===== src/rtl/riscv_defs.sv =====
// Shared RISC-V front-end definitions: fetch entry layout and the fault
// instruction substituted when the icache reports an error.
package riscv_defs;

    localparam int PC_W    = 32;
    localparam int INSTR_W = 32;

    localparam logic [INSTR_W-1:0] INST_FAULT_DEFAULT = 32'h0000_0053;

    typedef struct packed {
        logic [PC_W-1:0]    pc;
        logic [INSTR_W-1:0] instr;
        logic               fault;
    } fetch_entry_t;

    localparam int FETCH_ENTRY_W = $bits(fetch_entry_t);

endpackage


===== src/rtl/riscv_fetch_fifo.sv =====
// Power-of-two circular buffer holding fetched instructions until decode
// consumes them; flush empties it in one cycle.
module riscv_fetch_fifo #(
    parameter int unsigned WIDTH = 65,
    parameter int unsigned DEPTH = 4,
    localparam int unsigned CNT_W = $clog2(DEPTH + 1)
) (
    input  logic             clk_i,
    input  logic             rst_i,
    input  logic             flush_i,
    input  logic             push_i,
    input  logic [WIDTH-1:0] data_i,
    input  logic             pop_i,
    output logic [WIDTH-1:0] data_o,
    output logic [CNT_W-1:0] count_o
);

    localparam int unsigned PTR_W = (DEPTH > 1) ? $clog2(DEPTH) : 1;
    localparam logic [CNT_W-1:0] FULL = CNT_W'(DEPTH);

    logic [WIDTH-1:0] mem_q [DEPTH];
    logic [PTR_W-1:0] rd_ptr_q, wr_ptr_q;
    logic [CNT_W-1:0] count_q, count_d;
    logic             do_push, do_pop;

    assign do_pop  = pop_i && (count_q != '0);
    assign do_push = push_i && ((count_q != FULL) || do_pop);

    always_comb begin
        count_d = count_q;
        case ({do_push, do_pop})
            2'b10:   count_d = count_q + 1'b1;
            2'b01:   count_d = count_q - 1'b1;
            default: count_d = count_q;
        endcase
    end

    always_ff @(posedge clk_i) begin
        if (rst_i || flush_i) begin
            rd_ptr_q <= '0;
            wr_ptr_q <= '0;
            count_q  <= '0;
        end else begin
            if (do_push) wr_ptr_q <= wr_ptr_q + 1'b1;
            if (do_pop)  rd_ptr_q <= rd_ptr_q + 1'b1;
            count_q <= count_d;
        end
    end

    // NOTE: storage is left unreset; an entry is only observed after it was written.
    always_ff @(posedge clk_i) begin
        if (do_push) mem_q[wr_ptr_q] <= data_i;
    end

    assign data_o  = mem_q[rd_ptr_q];
    assign count_o = count_q;

endmodule


===== src/rtl/riscv_fetch_queue.sv =====
// Instruction fetch front end: issues icache reads under a credit limit,
// buffers in-order responses and discards responses made stale by a redirect.
module riscv_fetch_queue
    import riscv_defs::*;
#(
    parameter int unsigned DEPTH           = 4,
    parameter int unsigned MAX_OUTSTANDING = 2,
    parameter logic [31:0] RESET_PC        = 32'h0000_0000,
    parameter logic [31:0] INST_FAULT      = INST_FAULT_DEFAULT
) (
    input  logic        clk_i,
    input  logic        rst_i,
    input  logic        fetch_branch_i,
    input  logic [31:0] fetch_branch_pc_i,
    input  logic        fetch_accept_i,
    input  logic        fetch_invalidate_i,
    input  logic        icache_accept_i,
    input  logic        icache_valid_i,
    input  logic        icache_error_i,
    input  logic [31:0] icache_inst_i,
    output logic        fetch_valid_o,
    output logic [31:0] fetch_instr_o,
    output logic [31:0] fetch_pc_o,
    output logic        fetch_fault_o,
    output logic        icache_rd_o,
    output logic [31:0] icache_pc_o,
    output logic        icache_flush_o,
    output logic        icache_invalidate_o
);

    localparam int unsigned CNT_W = $clog2(DEPTH + 1);
    localparam logic [CNT_W-1:0] MAX_OUT_C = CNT_W'(MAX_OUTSTANDING);
    localparam logic [CNT_W:0]   DEPTH_C   = (CNT_W + 1)'(DEPTH);

    logic [31:0]      pc_q, pc_d;
    logic [31:0]      resp_pc_q, resp_pc_d;
    logic [CNT_W-1:0] out_q, out_d;
    logic [CNT_W-1:0] drop_q, drop_d;
    logic             flush_q;
    logic [CNT_W-1:0] count;
    logic [31:0]      branch_pc;
    logic             credit_ok, req_accept, resp_valid, push, pop;

    fetch_entry_t               push_entry, head_entry;
    logic [FETCH_ENTRY_W-1:0]   head_bits;

    assign branch_pc  = {fetch_branch_pc_i[31:2], 2'b00};
    assign credit_ok  = ({1'b0, count} + {1'b0, out_q}) < DEPTH_C;
    assign icache_rd_o = !rst_i && !fetch_branch_i && (out_q < MAX_OUT_C) && credit_ok;
    assign req_accept = icache_rd_o && icache_accept_i;

    // A response with nothing outstanding is a leftover from before reset.
    assign resp_valid = icache_valid_i && (out_q != '0);
    assign push       = resp_valid && !fetch_branch_i && (drop_q == '0);
    assign pop        = fetch_valid_o && fetch_accept_i && !fetch_branch_i;

    always_comb begin
        pc_d      = pc_q;
        resp_pc_d = resp_pc_q;
        drop_d    = drop_q;
        out_d     = out_q + CNT_W'(req_accept) - CNT_W'(resp_valid);
        if (fetch_branch_i) begin
            // Every request still in flight after this edge belongs to the old path.
            pc_d      = branch_pc;
            resp_pc_d = branch_pc;
            drop_d    = out_d;
        end else begin
            if (req_accept)                  pc_d      = pc_q + 32'd4;
            if (push)                        resp_pc_d = resp_pc_q + 32'd4;
            if (resp_valid && drop_q != '0)  drop_d    = drop_q - 1'b1;
        end
    end

    always_ff @(posedge clk_i) begin
        if (rst_i) begin
            pc_q      <= RESET_PC;
            resp_pc_q <= RESET_PC;
            out_q     <= '0;
            drop_q    <= '0;
            flush_q   <= 1'b0;
        end else begin
            pc_q      <= pc_d;
            resp_pc_q <= resp_pc_d;
            out_q     <= out_d;
            drop_q    <= drop_d;
            flush_q   <= fetch_invalidate_i;
        end
    end

    always_comb begin
        push_entry.pc    = resp_pc_q;
        push_entry.instr = icache_error_i ? INST_FAULT : icache_inst_i;
        push_entry.fault = icache_error_i;
    end

    riscv_fetch_fifo #(
        .WIDTH (FETCH_ENTRY_W),
        .DEPTH (DEPTH)
    ) u_fifo (
        .clk_i   (clk_i),
        .rst_i   (rst_i),
        .flush_i (fetch_branch_i),
        .push_i  (push),
        .data_i  (push_entry),
        .pop_i   (pop),
        .data_o  (head_bits),
        .count_o (count)
    );

    assign head_entry          = fetch_entry_t'(head_bits);
    assign fetch_valid_o       = (count != '0);
    assign fetch_pc_o          = head_entry.pc;
    assign fetch_instr_o       = head_entry.instr;
    assign fetch_fault_o       = head_entry.fault;
    assign icache_pc_o         = pc_q;
    assign icache_flush_o      = flush_q;
    assign icache_invalidate_o = 1'b0;

endmodule

===== config.mk =====
export PLATFORM = sky130hd
export DESIGN_NAME = riscv_fetch_queue
export DESIGN_NICKNAME = d
export VERILOG_FILES = /design/src/rtl/riscv_defs.sv /design/src/rtl/riscv_fetch_fifo.sv /design/src/rtl/riscv_fetch_queue.sv
export SDC_FILE = /design/constraint.sdc
export NUM_CORES = 1
export LEC_CHECK = 0
export ABC_CLOCK_PERIOD_IN_PS = 4300
export CAP_MARGIN = 25
export CORE_MARGIN = 1
export CORE_UTILIZATION = 55
export DETAILED_ROUTE_END_ITERATION = 8
export GPL_TIMING_DRIVEN = 0
export MAX_ROUTING_LAYER = met4
export PLACE_DENSITY = 0.79
export SLEW_MARGIN = 20
export SYNTH_ARGS = -nofsm -noshare
export SYNTH_HDL_FRONTEND = slang
export SYNTH_SLANG_ARGS = --single-unit
export TNS_END_PERCENT = 1

===== constraint.sdc =====
create_clock -name clk_i -period 4.3 [get_ports clk_i]
set_input_delay 0.645 -clock clk_i [delete_from_list [all_inputs] [get_ports clk_i]]
set_output_delay 0.645 -clock clk_i [all_outputs]
set_load 0.02 [all_outputs]

==> results of run 1 <==
==> tightest hold or removal path, cell delays in order (launching register included) <==
cell	delay, ns
dfxtp_1	0.34
o21ai_0	0.08
a21oi_1	0.06
==> layout by cell type (no fill, tap or decap), types with 5 or more instances in the layout <==
master,count
xor2_1,20
a211oi_1,14
clkdlybuf4s50_1,164
nand4_1,23
xnor2_1,16
o21a_1,5
clkbuf_16,32
inv_1,23
nand3_1,25
nand2_1,50
and3_1,11
conb_1,5
mux4_2,63
a21boi_0,11
nor2_1,50
nor2b_1,32
o31a_1,6
a21oi_1,28
a31oi_1,14
or2_2,5
dfxtp_1,76
or3_1,5
o21ai_0,19
ha_1,14
edfxtp_1,252
clkbuf_1,39
buf_4,10
nor3_1,18
buf_2,10
and4_1,7
==> worst paths after layout <==
kind / slack, ns / startpoint / end / cells after the start
worst min-delay path: 0.53 / u_fifo.count_o[2]$_SDFFE_PP0P_ / u_fifo.count_o[2]$_SDFFE_PP0P_ / 2
worst max register to register: 0.93 / out_q[2]$_SDFF_PP0_ / drop_q[2]$_SDFFE_PP0P_ / 12
worst max-delay path: 0.69 / flip-flop / fetch_pc_o[9] / 4
worst min register to register: 0.53 / u_fifo.count_o[2]$_SDFFE_PP0P_ / u_fifo.count_o[2]$_SDFFE_PP0P_ / 2
==> cells by family after synthesis <==
group                      after synthesis  synth area share
adders and majority gates               16            0.0158
and+or+nand+nor                        250            0.0978
other                                    1          0.000276
buffers and inverters                   73            0.0239
muxes                                   68             0.108
AOI/OAI and AO/OA                      124            0.0615
DFF                                    328             0.669
xor gates and xnor gates                36            0.0232
==> synth_stat cells, types with 16 or more instances <==
cell and n:
nand3_1 25, nand4_1 23, a21oi_1 28, nor3_1 18, nor2_1 50, nand2_1 50, dfxtp_1 76, inv_1 23
xor2_1 20, o21ai_0 19, mux4_2 63, nor2b_1 32, edfxtp_1 252, clkbuf_1 28, xnor2_1 16
==> sequential cells by signal (all words and copies together), names as in the netlist, named ones only <==
signal and cells:
out_q 3, u_fifo.count_o 3, u_fifo.wr_ptr_q 2, icache_flush_o 1
u_fifo.rd_ptr_q 2, drop_q 3, u_fifo.mem_q 252, resp_pc_q 30
icache_pc_o 30
==> layer usage <==
metal | up-vias | wire (um) | global-route usage
li1 | 3888 | - | -
met1 | 4237 | 12800 | 0.344
met2 | 439 | 14500 | 0.398
met3 | 45 | 2260 | 0.0287
met4 | 0 | 629 | 0.0642
met5 | - | 0 | -
==> area by class of cell <==
type,instances,area (um2),area share
Timing Repair Buffer,168,1740,0.104
Multi-Input combinational cell,499,4190,0.251
Clock buffer,46,883,0.0529
Clock inverter,11,77.6,0.00464
Buffer,49,234,0.0140
Sequential cell,328,9090,0.544
Tap cell,324,405,0.0243
Inverter,24,90.1,0.00539
==> metrics by stage <==
stage | std cells | utilization | total power [W] | worst slack (ns) | hold slack [ns]
final | 1449 | 0.689 | 0.00731 | 0.692 | 0.535
after global routing | 1449 | 0.689 | 0.00755 | 0.557 | 0.552
after CTS | 1449 | 0.689 | 0.00733 | 0.587 | 0.533
after detailed placement | 1392 | 0.649 | 0.00479 | 0.607 | 0.522
after global placement | 1388 | 0.645 | 0.00477 | -0.698 | 0.506
after floorplan | 900 | - | 0.00434 | 0.812 | 0.478
==> where the power goes <==
part           total, W  internal, W  switching [W]
clock           0.00256      0.00147        0.00109
combinational   0.00104     0.000477       0.000558
sequential      0.00371      0.00359       0.000120
==> impl_metrics.tcl, run 1 <==
set metrics [dict create \
    outcome "finished clean" \
    path_delay_family "buffers and inverters" \
    cts_tree "yes" \
    core-area_um2 24200 \
    cts_root_buffer "clkbuf_16" \
    ctsHtreeMaxLevel 1 \
    hold_viol_final 0 \
    layout-drive-gt1-share 0.130 \
    async_flop_share 0 \
    grt_first_pass_wirelength_mm 47.6 \
    insertion_delay_ns 0.55 \
    crit_buf_inv 3 \
    fin_skew_ns 0.0125 \
    diodes 0 \
    finalSetupViolations 0 \
    track_usage 0.249 \
    drc 0 \
    max_freq_mhz 277 \
    drtIter0Drc 713 \
    start_kind "flip-flop" \
    avgViaCountPerCell 5.94 \
    io_pins 173 \
    critical_path_class "flip-flop to output port" \
    cts.path.max_buffers 3 \
    slowest_stage "mux4_2" \
    synth_area_leaders "edfxtp_1 56%, dfxtp_1 11%, mux4_2 10%" \
    cts_resized 0 \
    vias 8609 \
    wl_mm 30.2 \
    synthToLayoutAreaGrowth_pct 23.0 \
    max_slew_margin 0.561 \
    post-route-min-period_ns 3.61 \
    yosys_register_bits 328 \
    synth_edf_count 252 \
    dr.pass1.iters 6 \
    row_count 57 \
    design_area_um2 16700 \
    yosys.cell_types.count 62 \
    synth_top_area_share 0.557 \
    ys_seq_area_frac 0.669 \
    synth_warnings 0 \
    finalSetupTns_ns 0 \
    gp_congestion 0.954 \
    ys.flop_type "edfxtp_1" \
    wl_per_cell_um 20.9 \
    start_util 0.560 \
    synth.avg_cell_area_um2 15.2 \
    grt-ovfl-total 0 \
    synth.largest_area_cell "edfxtp_1" \
    ir_drop_mv 0.303 \
    grt_max_degree 49 \
    max-cap-violations 0 \
    cp.required_ns 3.65 \
    dieWidth_um 159 \
    hold_buffers 0 \
    crit_path_end_kind "output port" \
    die_y_um 159 \
    cts_made_buffers 31 \
    post-route-period-util 0.839 \
    cp_data_arrival_time_ns 2.96 \
    syn_area_um2 13600 \
    post_cts_buffers 0 \
    antenna_found_initial 0 \
    grt_setup_unrepaired "false" \
    layout.nets 1189 \
    port_buffers 164 \
    synthCells 896 \
    cp_max_fo 10 \
    power_leakage_nw 5.43 \
    max_slew.worst_pin.slew_ns 0.658 \
    cts.clk_slew.worst_paths_ns 0.06 \
    slowest_delay_ns 0.60 \
    power_density_nw_per_um2 437 \
    die-area_um2 25300 \
    grt_pass1_vias 8610 \
    slew_viol_final 0 \
    hpwl_mm 20.1 \
    hold_class "flip-flop to flip-flop" \
    cp_cell_sequence "clkbuf_1 -> buf_2 -> mux4_2 -> clkdlybuf4s50_1" \
    cts.sinks 328 \
    place_area_um2 15700 \
    final_antenna_net_count 0 \
    fillers 1624 \
]
(Power assumes the default switching activity.)
==> inputs of run 2 (changes only) <==
- ABC_CLOCK_PERIOD_IN_PS: 4300 -> 3290
- CORE_UTILIZATION: 55 -> 50
- PLACE_DENSITY: 0.79 -> 0.76
- clock period: 4.3 -> 3.29 ns (I/O delays scaled with it)
==> run 2 against run 1 <==
Against the previous run:
- design area rose by 1.7%
- die area grew 9.9%
- clock power grew 60%
- clock-buffer cell count decreased by 3
- critical path depth did not move
- first-iteration DRC count is 15% higher
- setup slack got worse by 0.50 ns
- critical endpoint is now fetch_pc_o[11]
- largest cell class unchanged
- highest routed layer unchanged
==> impl_metrics.tcl, run 2 (same netlist as run 1, synthesis figures left out) <==
set metrics [dict create \
    outcome "finished clean" \
    hold_class "flip-flop to flip-flop" \
    die_y_um 167 \
    place_area_um2 15800 \
    slew_viol_final 0 \
    power_density_nw_per_um2 605 \
    crit_path_end_kind "output port" \
    drc 0 \
    diodes 0 \
    grt_first_pass_wirelength_mm 48.9 \
    grt_setup_unrepaired "false" \
    cts.clk_slew.worst_paths_ns 0.06 \
    grt-ovfl-total 0 \
    hpwl_mm 21.0 \
    grt_pass1_vias 8497 \
    finalSetupTns_ns 0 \
    avgViaCountPerCell 5.83 \
    synthToLayoutAreaGrowth_pct 25.1 \
    vias 8534 \
    post-route-min-period_ns 3.10 \
    gp_congestion 0.943 \
    top_usage_layer "met2" \
    design_area_um2 17000 \
    final_common_cell "edfxtp_1" \
    start_util 0.515 \
    cts_made_buffers 34 \
    hold_buffers 0 \
    start_kind "flip-flop" \
    max_slew.worst_pin.slew_ns 0.776 \
    antenna_found_initial 0 \
    drtIter0Drc 821 \
    dr.pass1.iters 5 \
    row_count 59 \
    ctsHtreeMaxLevel 2 \
    finalSetupViolations 0 \
    fin_skew_ns 0.0247 \
    track_usage 0.236 \
    cts.sinks 328 \
    cts_root_buffer "clkbuf_16" \
    cts.path.max_buffers 3 \
    insertion_delay_ns 0.51 \
    port_buffers 164 \
    holdPathStages 2 \
    max_slew_margin 0.478 \
    rr_worst_depth 11 \
    core-area_um2 26400 \
    layout-drive-gt1-share 0.150 \
    cp.required_ns 2.80 \
    wl_mm 31.5 \
    hold_viol_final 0 \
    cp_data_arrival_time_ns 2.61 \
    globalRouteMet3Util 0.0435 \
    critical_path_class "flip-flop to output port" \
    ir_drop_mv 0.299 \
    dieWidth_um 167 \
    cts_tree "yes" \
    layout.nets 1190 \
    grt_max_degree 49 \
    max-cap-violations 0 \
    final_antenna_net_count 0 \
    post-route-period-util 0.942 \
    power_leakage_nw 5.58 \
    wl_per_cell_um 21.5 \
    regMostFlops "u_fifo.mem_q" \
    cp_max_fo 10 \
    largest_reg_flops 252 \
    max_freq_mhz 323 \
    die-area_um2 27800 \
    io_pins 173 \
    use_met1 0.324 \
    met2_usage 0.367 \
    layout_common_cells "252 x edfxtp_1, 164 x clkdlybuf4s50_1, 75 x dfxtp_1" \
]
==> run 2: changes by cell type in the layout (fill, tap and decap cells not counted), moves of 2 or more <==
cell	change
clkbuf_16	+2
clkinv_1	-2
clkbuf_2	+6
clkbuf_8	+4
clkbuf_1	-17
inv_6	+2
clkinv_2	+2
bufinv_16	+5
==> run 2: worst paths after layout <==
path	start	endpoint	slack (ns)
max	flip-flop	fetch_pc_o[11]	0.19
min	icache_pc_o[26]$_SDFFE_PP0P_	icache_pc_o[26]$_SDFFE_PP0P_	0.54
max reg2reg	out_q[1]$_SDFF_PP0_	drop_q[2]$_SDFFE_PP0P_	0.34
min reg2reg	icache_pc_o[26]$_SDFFE_PP0P_	icache_pc_o[26]$_SDFFE_PP0P_	0.54
==> run 2: metal layers <==
| metal | up-vias | part of all wire |
|---|---|---|
| met3 | 45 | 0.074 |
| met5 | - | 0 |
| met1 | 4163 | 0.44 |
| li1 | 3901 | - |
| met2 | 425 | 0.47 |
| met4 | 0 | 0.018 |
==> run 2: layout make-up <==
class                      instances  area [um2]
inverter                          24        90.1
clock inverter                    19         267
buffer                            47         236
tap                              335         419
timing repair buffer             168        1740
fill                            1887        9360
sequential                       328        9090
clock buffer                      43         955
multi-input combinational        499        4190
==> run 2: timing repair <==
item	CTS	global route
buffers inserted	0	0
setup endpoints to repair	60	63
gates resized for setup	6	2
==> run 2: worst max-delay path: stages (launching register included) <==
cell             delay [ns]
dfxtp_1                0.31
clkbuf_1               0.44
clkbuf_2               0.40
mux4_2                 0.35
clkdlybuf4s50_1        0.61
==> run 2: power breakdown <==
| part | switching, W | internal, W | total [W] |
|---|---|---|---|
| Combinational | 0.000733 | 0.000618 | 0.00135 |
| Clock | 0.00155 | 0.00254 | 0.00409 |
| Sequential | 0.000159 | 0.00469 | 0.00485 |
==> run 2: stage by stage <==
step                power [W]  worst slack (ns)  utilization  std cells  hold slack (ns)
floorplan             0.00568           -0.0461            -        900            0.478
global placement      0.00625             -1.69        0.594       1399            0.506
detailed placement    0.00627            -0.208        0.598       1403            0.523
CTS                    0.0103           0.00425        0.645       1464            0.535
global route           0.0106            0.0344        0.645       1463            0.554
finish                 0.0103             0.191        0.645       1463            0.537
